File: config.mk
export PLATFORM = sky130hd
export DESIGN_NAME = mul_seq_controller
export DESIGN_NICKNAME = d
export VERILOG_FILES = /design/src/rtl/mul_seq_controller_pkg.sv /design/src/rtl/mul_seq_controller_iter_counter.sv /design/src/rtl/mul_seq_controller.sv
export SDC_FILE = /design/constraint.sdc
export NUM_CORES = 1
export LEC_CHECK = 0
export CAP_MARGIN = 20
export CORE_AREA = 2 2 39 41
export CTS_CLUSTER_DIAMETER = 60
export DETAILED_ROUTE_END_ITERATION = 6
export DIE_AREA = 0 0 41 43
export GPL_ROUTABILITY_DRIVEN = 1
export GPL_TIMING_DRIVEN = 0
export SETUP_SLACK_MARGIN = 0.2
export SLEW_MARGIN = 25
export SYNTH_ARGS = -nofsm -noshare
export SYNTH_HDL_FRONTEND = slang
export SYNTH_HIERARCHICAL = 1
export SYNTH_SLANG_ARGS = --single-unit
export TNS_END_PERCENT = 100
File: constraint.sdc
create_clock -name clk -period 2.4 [get_ports clk]
set_clock_uncertainty 0.1 [all_clocks]
set_input_delay 0.36 -clock clk [delete_from_list [all_inputs] [get_ports clk]]
set_output_delay 0.36 -clock clk [all_outputs]
set_load 0.05 [all_outputs]
File: src/rtl/mul_seq_controller_pkg.sv
// Shared definitions for the sequential shift-add multiplier control path.
package mul_seq_controller_pkg;

  // Default operand width; also the number of add/shift iterations.
  localparam int unsigned DEF_WIDTH = 32;

  // Controller state encoding, shared with the product register and the bench.
  typedef enum logic [1:0] {
    S_IDLE = 2'd0,
    S_LOAD = 2'd1,
    S_CALC = 2'd2,
    S_DONE = 2'd3
  } state_e;

endpackage

File: src/rtl/mul_seq_controller_iter_counter.sv
// Iteration counter for the multiplier controller: synchronous clear,
// count enable, saturates at WIDTH-1 and flags that terminal count.
module mul_seq_controller_iter_counter
  import mul_seq_controller_pkg::*;
#(
  parameter int unsigned  WIDTH = DEF_WIDTH,
  localparam int unsigned CNT_W = $clog2(WIDTH)
) (
  input  logic             clk,
  input  logic             rst_n,
  input  logic             clr,
  input  logic             en,
  output logic [CNT_W-1:0] cnt,
  output logic             tc_c
);

  localparam logic [CNT_W-1:0] LAST = CNT_W'(WIDTH - 1);

  // Terminal count: the final add/shift iteration is in progress.
  assign tc_c = (cnt == LAST);

  // Count register; clear wins over enable, holds once the last index is reached.
  always_ff @(posedge clk or negedge rst_n) begin
    if (!rst_n) begin
      cnt <= '0;
    end else if (clr) begin
      cnt <= '0;
    end else if (en && !tc_c) begin
      cnt <= cnt + CNT_W'(1);
    end
  end

endmodule

File: src/rtl/mul_seq_controller.sv
// Control FSM for the sequential shift-add multiplier. Sequences one LOAD
// cycle, WIDTH add/shift iterations and a held completion flag, and drives
// the product register's load / write-back / shift controls.
module mul_seq_controller
  import mul_seq_controller_pkg::*;
#(
  parameter int unsigned  WIDTH = DEF_WIDTH,
  localparam int unsigned CNT_W = $clog2(WIDTH)
) (
  input  logic             clk,
  input  logic             Reset,
  input  logic             Run,
  input  logic             Product_lsb,
  output logic             W_ctrl,
  output logic             SRL_ctrl,
  output logic             Shift_en,
  output logic             Ready,
  output logic [CNT_W-1:0] Iter
);

  state_e state;
  state_e state_nxt;
  logic   cnt_clr;
  logic   cnt_en;
  logic   cnt_tc;

  // Iteration index; cleared on entry to LOAD so it reads 0 for the whole LOAD cycle.
  mul_seq_controller_iter_counter #(
    .WIDTH (WIDTH)
  ) u_iter_counter (
    .clk   (clk),
    .rst_n (Reset),
    .clr   (cnt_clr),
    .en    (cnt_en),
    .cnt   (Iter),
    .tc_c  (cnt_tc)
  );

  // State register.
  always_ff @(posedge clk or negedge Reset) begin
    if (!Reset) begin
      state <= S_IDLE;
    end else begin
      state <= state_nxt;
    end
  end

  // Next-state and output decode; Product_lsb only reaches SRL_ctrl in CALC,
  // so an unknown LSB elsewhere cannot leak onto the write-back control.
  always_comb begin
    state_nxt = state;
    cnt_clr   = 1'b0;
    cnt_en    = 1'b0;
    W_ctrl    = 1'b0;
    SRL_ctrl  = 1'b0;
    Shift_en  = 1'b0;
    Ready     = 1'b0;
    case (state)
      S_IDLE: begin
        if (Run) begin
          state_nxt = S_LOAD;
          cnt_clr   = 1'b1;
        end
      end
      S_LOAD: begin
        W_ctrl    = 1'b1;
        cnt_clr   = 1'b1;
        state_nxt = S_CALC;
      end
      S_CALC: begin
        Shift_en = 1'b1;
        SRL_ctrl = Product_lsb;
        cnt_en   = 1'b1;
        if (cnt_tc) begin
          state_nxt = S_DONE;
        end
      end
      S_DONE: begin
        Ready = 1'b1;
        if (Run) begin
          state_nxt = S_LOAD;
          cnt_clr   = 1'b1;
        end
      end
      default: begin
        state_nxt = S_IDLE;
      end
    endcase
  end

endmodule

==> results of run 1 <==
-- flip-flops by register name, summed over array words and instances (netlist names) --
name                count
u_iter_counter/cnt      5
state                   2
-- cell type report --
type | count | area (um2) | area share, %
Buffer | 1 | 5.00 | 0.853
Clock buffer | 4 | 26.3 | 4.48
Inverter | 3 | 11.3 | 1.92
Multi-Input combinational cell | 30 | 236 | 40.3
Sequential cell | 7 | 175 | 29.9
Tap cell | 16 | 20.0 | 3.41
Timing Repair Buffer | 12 | 113 | 19.2
-- worst max-delay path, delay by kind of cell, from the launching register on --
kind | cells | cell delay, ns
adders and majority gates | 1 | 0.16
buffers and inverters | 1 | 0.79
DFF | 1 | 0.39
-- stage by stage --
| stage | hold WS (ns) | area (um2) | setup slack (ns) |
|---|---|---|---|
| final | 0.269 | 587 | 0.352 |
| after global routing | 0.287 | 587 | 0.277 |
| after CTS | 0.276 | 591 | 0.246 |
| after detailed placement | 0.460 | 568 | 0.229 |
| after global placement | 0.449 | 568 | 0.232 |
| after floorplan | -0.0356 | 428 | 0.261 |
-- cells by family (layout without fill, tap and decap cells) --
| family | after synthesis | in the layout | synth area share (%) |
|---|---|---|---|
| multiplexers | 3 | 3 | 7.02 |
| XOR/XNOR | 2 | 2 | 4.09 |
| adder cells (fa/ha/maj) | 7 | 7 | 20.5 |
| flip-flops | 7 | 7 | 40.9 |
| buffers and inverters | 4 | 20 | 3.80 |
| AO/OA/AOI/OAI | 6 | 6 | 8.48 |
| AND/OR/NAND/NOR | 12 | 12 | 15.2 |
-- power groups by stage --
stage	Sequential, mW	Combinational [mW]	Clock, mW
2_1_floorplan	0.215	0.294	0
3_3_place_gp	0.179	0.443	0
3_5_place_dp	0.179	0.443	0
4_1_cts	0.177	0.431	0.112
5_1_grt	0.183	0.463	0.123
6_report	0.177	0.423	0.108
-- layer usage --
layer	vias to the layer above	GRT usage (%)	share of wire [%]
li1	169	-	-
met1	155	14.5	47
met2	6	14.1	45
met3	2	4.71	4.9
met4	0	12.0	2.0
met5	-	0	0
-- final timing paths --
kind,startpoint,to,slack (ns)
max in group asynchronous,Reset,u_iter_counter/cnt[4],1.69
max reg2reg,u_iter_counter/cnt[0],u_iter_counter/cnt[3],0.44
min,Reset,u_iter_counter/cnt[3],0.27
min reg2reg,u_iter_counter/cnt[4],u_iter_counter/cnt[4],0.46
min in group clk,u_iter_counter/cnt[4],u_iter_counter/cnt[4],0.46
max,state[0],Ready,0.35
-- what timing repair did --
item,CTS,global route
gates resized for setup,3,2
gates cloned,0,0
endpoints found under the setup margin,3,1
setup buffers,0,0
hold buffers,0,0
-- layout by cell type (no fill, tap or decap) --
cell type                         synthesis  final
sky130_fd_sc_hd__o21ai_2                  1      1
sky130_fd_sc_hd__xor2_1                   2      2
sky130_fd_sc_hd__a21o_1                   1      1
sky130_fd_sc_hd__mux2i_1                  3      3
sky130_fd_sc_hd__nand2b_1                 1      1
sky130_fd_sc_hd__clkbuf_2                 1      2
sky130_fd_sc_hd__and3_1                   1      1
sky130_fd_sc_hd__o21ai_0                  1      1
sky130_fd_sc_hd__nand3_1                  1      1
sky130_fd_sc_hd__and2_1                   1      1
sky130_fd_sc_hd__nor2_1                   5      5
sky130_fd_sc_hd__nand3b_1                 1      1
sky130_fd_sc_hd__clkbuf_1                 0      1
sky130_fd_sc_hd__dfrtp_1                  7      7
sky130_fd_sc_hd__clkdlybuf4s50_1          0      9
sky130_fd_sc_hd__or3_1                    1      1
sky130_fd_sc_hd__clkbuf_4                 0      3
sky130_fd_sc_hd__nand2b_2                 1      1
sky130_fd_sc_hd__inv_1                    3      3
sky130_fd_sc_hd__ha_1                     7      7
sky130_fd_sc_hd__dlygate4sd2_1            0      2
sky130_fd_sc_hd__a21oi_1                  3      3
==> flow_results.xml, run 1 <==
<?xml version="1.0" encoding="UTF-8"?>
<metrics>
  <group name="place">
    <metric name="port_buffers" unit="">12</metric>
    <metric name="gp_routability_congestion" unit="">0.703</metric>
    <metric name="post-place-cells" unit="">69</metric>
    <metric name="half_perimeter_wire_length_after_detailed_placement" unit="um">584</metric>
  </group>
  <group name="critical_path">
    <metric name="worst_ep_arrival_time" unit="ns">1.59</metric>
    <metric name="timing.critical_path.slowest_stage_cell" unit="">sky130_fd_sc_hd__clkdlybuf4s50_1</metric>
    <metric name="worst_setup_path_start_kind" unit="">register</metric>
    <metric name="timing.critical_path.to_type" unit="">primary output</metric>
    <metric name="critical_path_class" unit="">reg2out</metric>
    <metric name="required" unit="ns">1.94</metric>
    <metric name="timing.critical_path.cells" unit="">ha_1 -&gt; clkdlybuf4s50_1</metric>
    <metric name="worst-path-max-fanout" unit="">4</metric>
    <metric name="cells_on_worst_reg2reg_path" unit="">7</metric>
    <metric name="crit_path_max_incr_delay" unit="ns">0.79</metric>
  </group>
  <group name="die">
    <metric name="fp.dieArea" unit="mm2">0.00176</metric>
    <metric name="die_w" unit="um">41</metric>
    <metric name="floorplan.initialDensity" unit="%">30.9</metric>
    <metric name="row_count" unit="">14</metric>
    <metric name="io_pins" unit="">13</metric>
    <metric name="die_h" unit="um">43</metric>
    <metric name="placeableCoreArea" unit="mm2">0.00138</metric>
  </group>
  <group name="pwr">
    <metric name="comb_power_share" unit="%">59.8</metric>
    <metric name="seq_power_share" unit="%">25.0</metric>
    <metric name="vdd.ir_drop.worst" unit="mV">0.412</metric>
    <metric name="total_power" unit="uW">708</metric>
    <metric name="power_share_of_the_clock_group" unit="%">15.2</metric>
    <metric name="net-switching-power" unit="uW">355</metric>
    <metric name="power-per-cell-area" unit="mW/mm2">1210</metric>
    <metric name="leakage" unit="nW">0.308</metric>
    <metric name="p_int" unit="uW">352</metric>
    <metric name="power_switching_share" unit="%">50.2</metric>
  </group>
  <group name="synth">
    <metric name="post_synth_instance_area" unit="um2">428</metric>
    <metric name="synth.yosys.warnings" unit="">6</metric>
    <metric name="syn_area_per_cell" unit="um2">10.4</metric>
    <metric name="ys_async_sr_fraction" unit="%">100</metric>
    <metric name="synth_top_area_share" unit="%">40.9</metric>
    <metric name="number_of_distinct_library_cells_after_synthesis" unit="">18</metric>
    <metric name="ys_ff_latch" unit="">7</metric>
    <metric name="yosys.area.top_type" unit="">sky130_fd_sc_hd__dfrtp_1</metric>
    <metric name="synth_edf_count" unit="">0</metric>
    <metric name="synth_top_cells_by_count" unit="">7 x sky130_fd_sc_hd__dfrtp_1, 7 x sky130_fd_sc_hd__ha_1, 5 x sky130_fd_sc_hd__nor2_1</metric>
    <metric name="synth.area.top_cells" unit="">sky130_fd_sc_hd__dfrtp_1 41%, sky130_fd_sc_hd__ha_1 20%, sky130_fd_sc_hd__mux2i_1 7.0%</metric>
    <metric name="synth_flop_cell" unit="">sky130_fd_sc_hd__dfrtp_1</metric>
    <metric name="ys_seq_area_share" unit="%">40.9</metric>
    <metric name="cells_after_synth" unit="">41</metric>
    <metric name="syn-num-nets" unit="">52</metric>
  </group>
  <group name="grt">
    <metric name="grt_antenna_before_repair" unit="">0</metric>
    <metric name="global_route.overflow_total" unit="">0</metric>
    <metric name="global_route_wire_length_before_repair" unit="um">1260</metric>
    <metric name="gr-usage-all-layers" unit="%">11.7</metric>
    <metric name="grt_start_max_net_pins" unit="">8</metric>
    <metric name="number_of_global_route_vias_before_repair" unit="">298</metric>
  </group>
  <group name="sta">
    <metric name="max_freq" unit="GHz">0.488</metric>
    <metric name="hold_viol" unit="">0</metric>
    <metric name="period_needed" unit="ns">2.05</metric>
    <metric name="rsz0062_at_grt" unit="">false</metric>
    <metric name="tightestPinTransition" unit="ns">0.493</metric>
    <metric name="layout_worst_path_cycle_share" unit="%">85.3</metric>
    <metric name="final-setup-viol-count" unit="">0</metric>
    <metric name="final-max-slew-violation-count" unit="">0</metric>
    <metric name="timing.max_slew.rel_slack" unit="%">67.0</metric>
    <metric name="setup_total_negative_slack" unit="ns">0</metric>
  </group>
  <group name="cts">
    <metric name="clock_tree.htree_level_count" unit="">1</metric>
    <metric name="ctsLongestPathBuffers" unit="">2</metric>
    <metric name="clkSlewWorstSetupHoldPaths" unit="ns">0.05</metric>
    <metric name="clock_sink_count" unit="">7</metric>
    <metric name="cts-buffers-inserted" unit="">3</metric>
    <metric name="clk-insertion-delay-late" unit="ns">0.25</metric>
    <metric name="cts_tree" unit="">done</metric>
    <metric name="root_buffer" unit="">sky130_fd_sc_hd__clkbuf_4</metric>
  </group>
  <group name="finish">
    <metric name="n_fill_cell" unit="">141</metric>
    <metric name="postLayoutCoreUtil" unit="%">42.4</metric>
    <metric name="nets" unit="">69</metric>
    <metric name="antenna_cells_inserted" unit="">0</metric>
    <metric name="synthToLayoutAreaGrowth" unit="%">37.1</metric>
    <metric name="post_route_cells_drive_above_1_share" unit="%">12.3</metric>
    <metric name="layout.cells.non_filler" unit="">73</metric>
  </group>
  <group name="detailed_routing">
    <metric name="detailed_route_wire_length" unit="um">734</metric>
    <metric name="post_drt_via_cell_ratio" unit="">4.55</metric>
    <metric name="firstDrtPassIters" unit="">4</metric>
    <metric name="vias_post_dr" unit="">332</metric>
    <metric name="drt_iter0_drc" unit="">2</metric>
    <metric name="routed_wire_length_per_instance" unit="um">10.1</metric>
    <metric name="final_antenna_net_count" unit="">0</metric>
    <metric name="remaining_drc_errors" unit="">0</metric>
  </group>
  <group name="run">
    <metric name="drv.max_cap_violation_count" unit="">0</metric>
  </group>
  <group name="worst_hold_path">
    <metric name="min_path_type" unit="">in2async</metric>
  </group>
  <group name="run_status">
    <metric name="status" unit="">finished, final reports clean</metric>
  </group>
</metrics>
Power figures use the tool's default switching activity.
==> run 2, diff against run 1 <==
Settings changed: SLEW_MARGIN 25 to default.
==> results of run 2 <==
No change in the layout: final DEF, timing and power equal those of run 1.
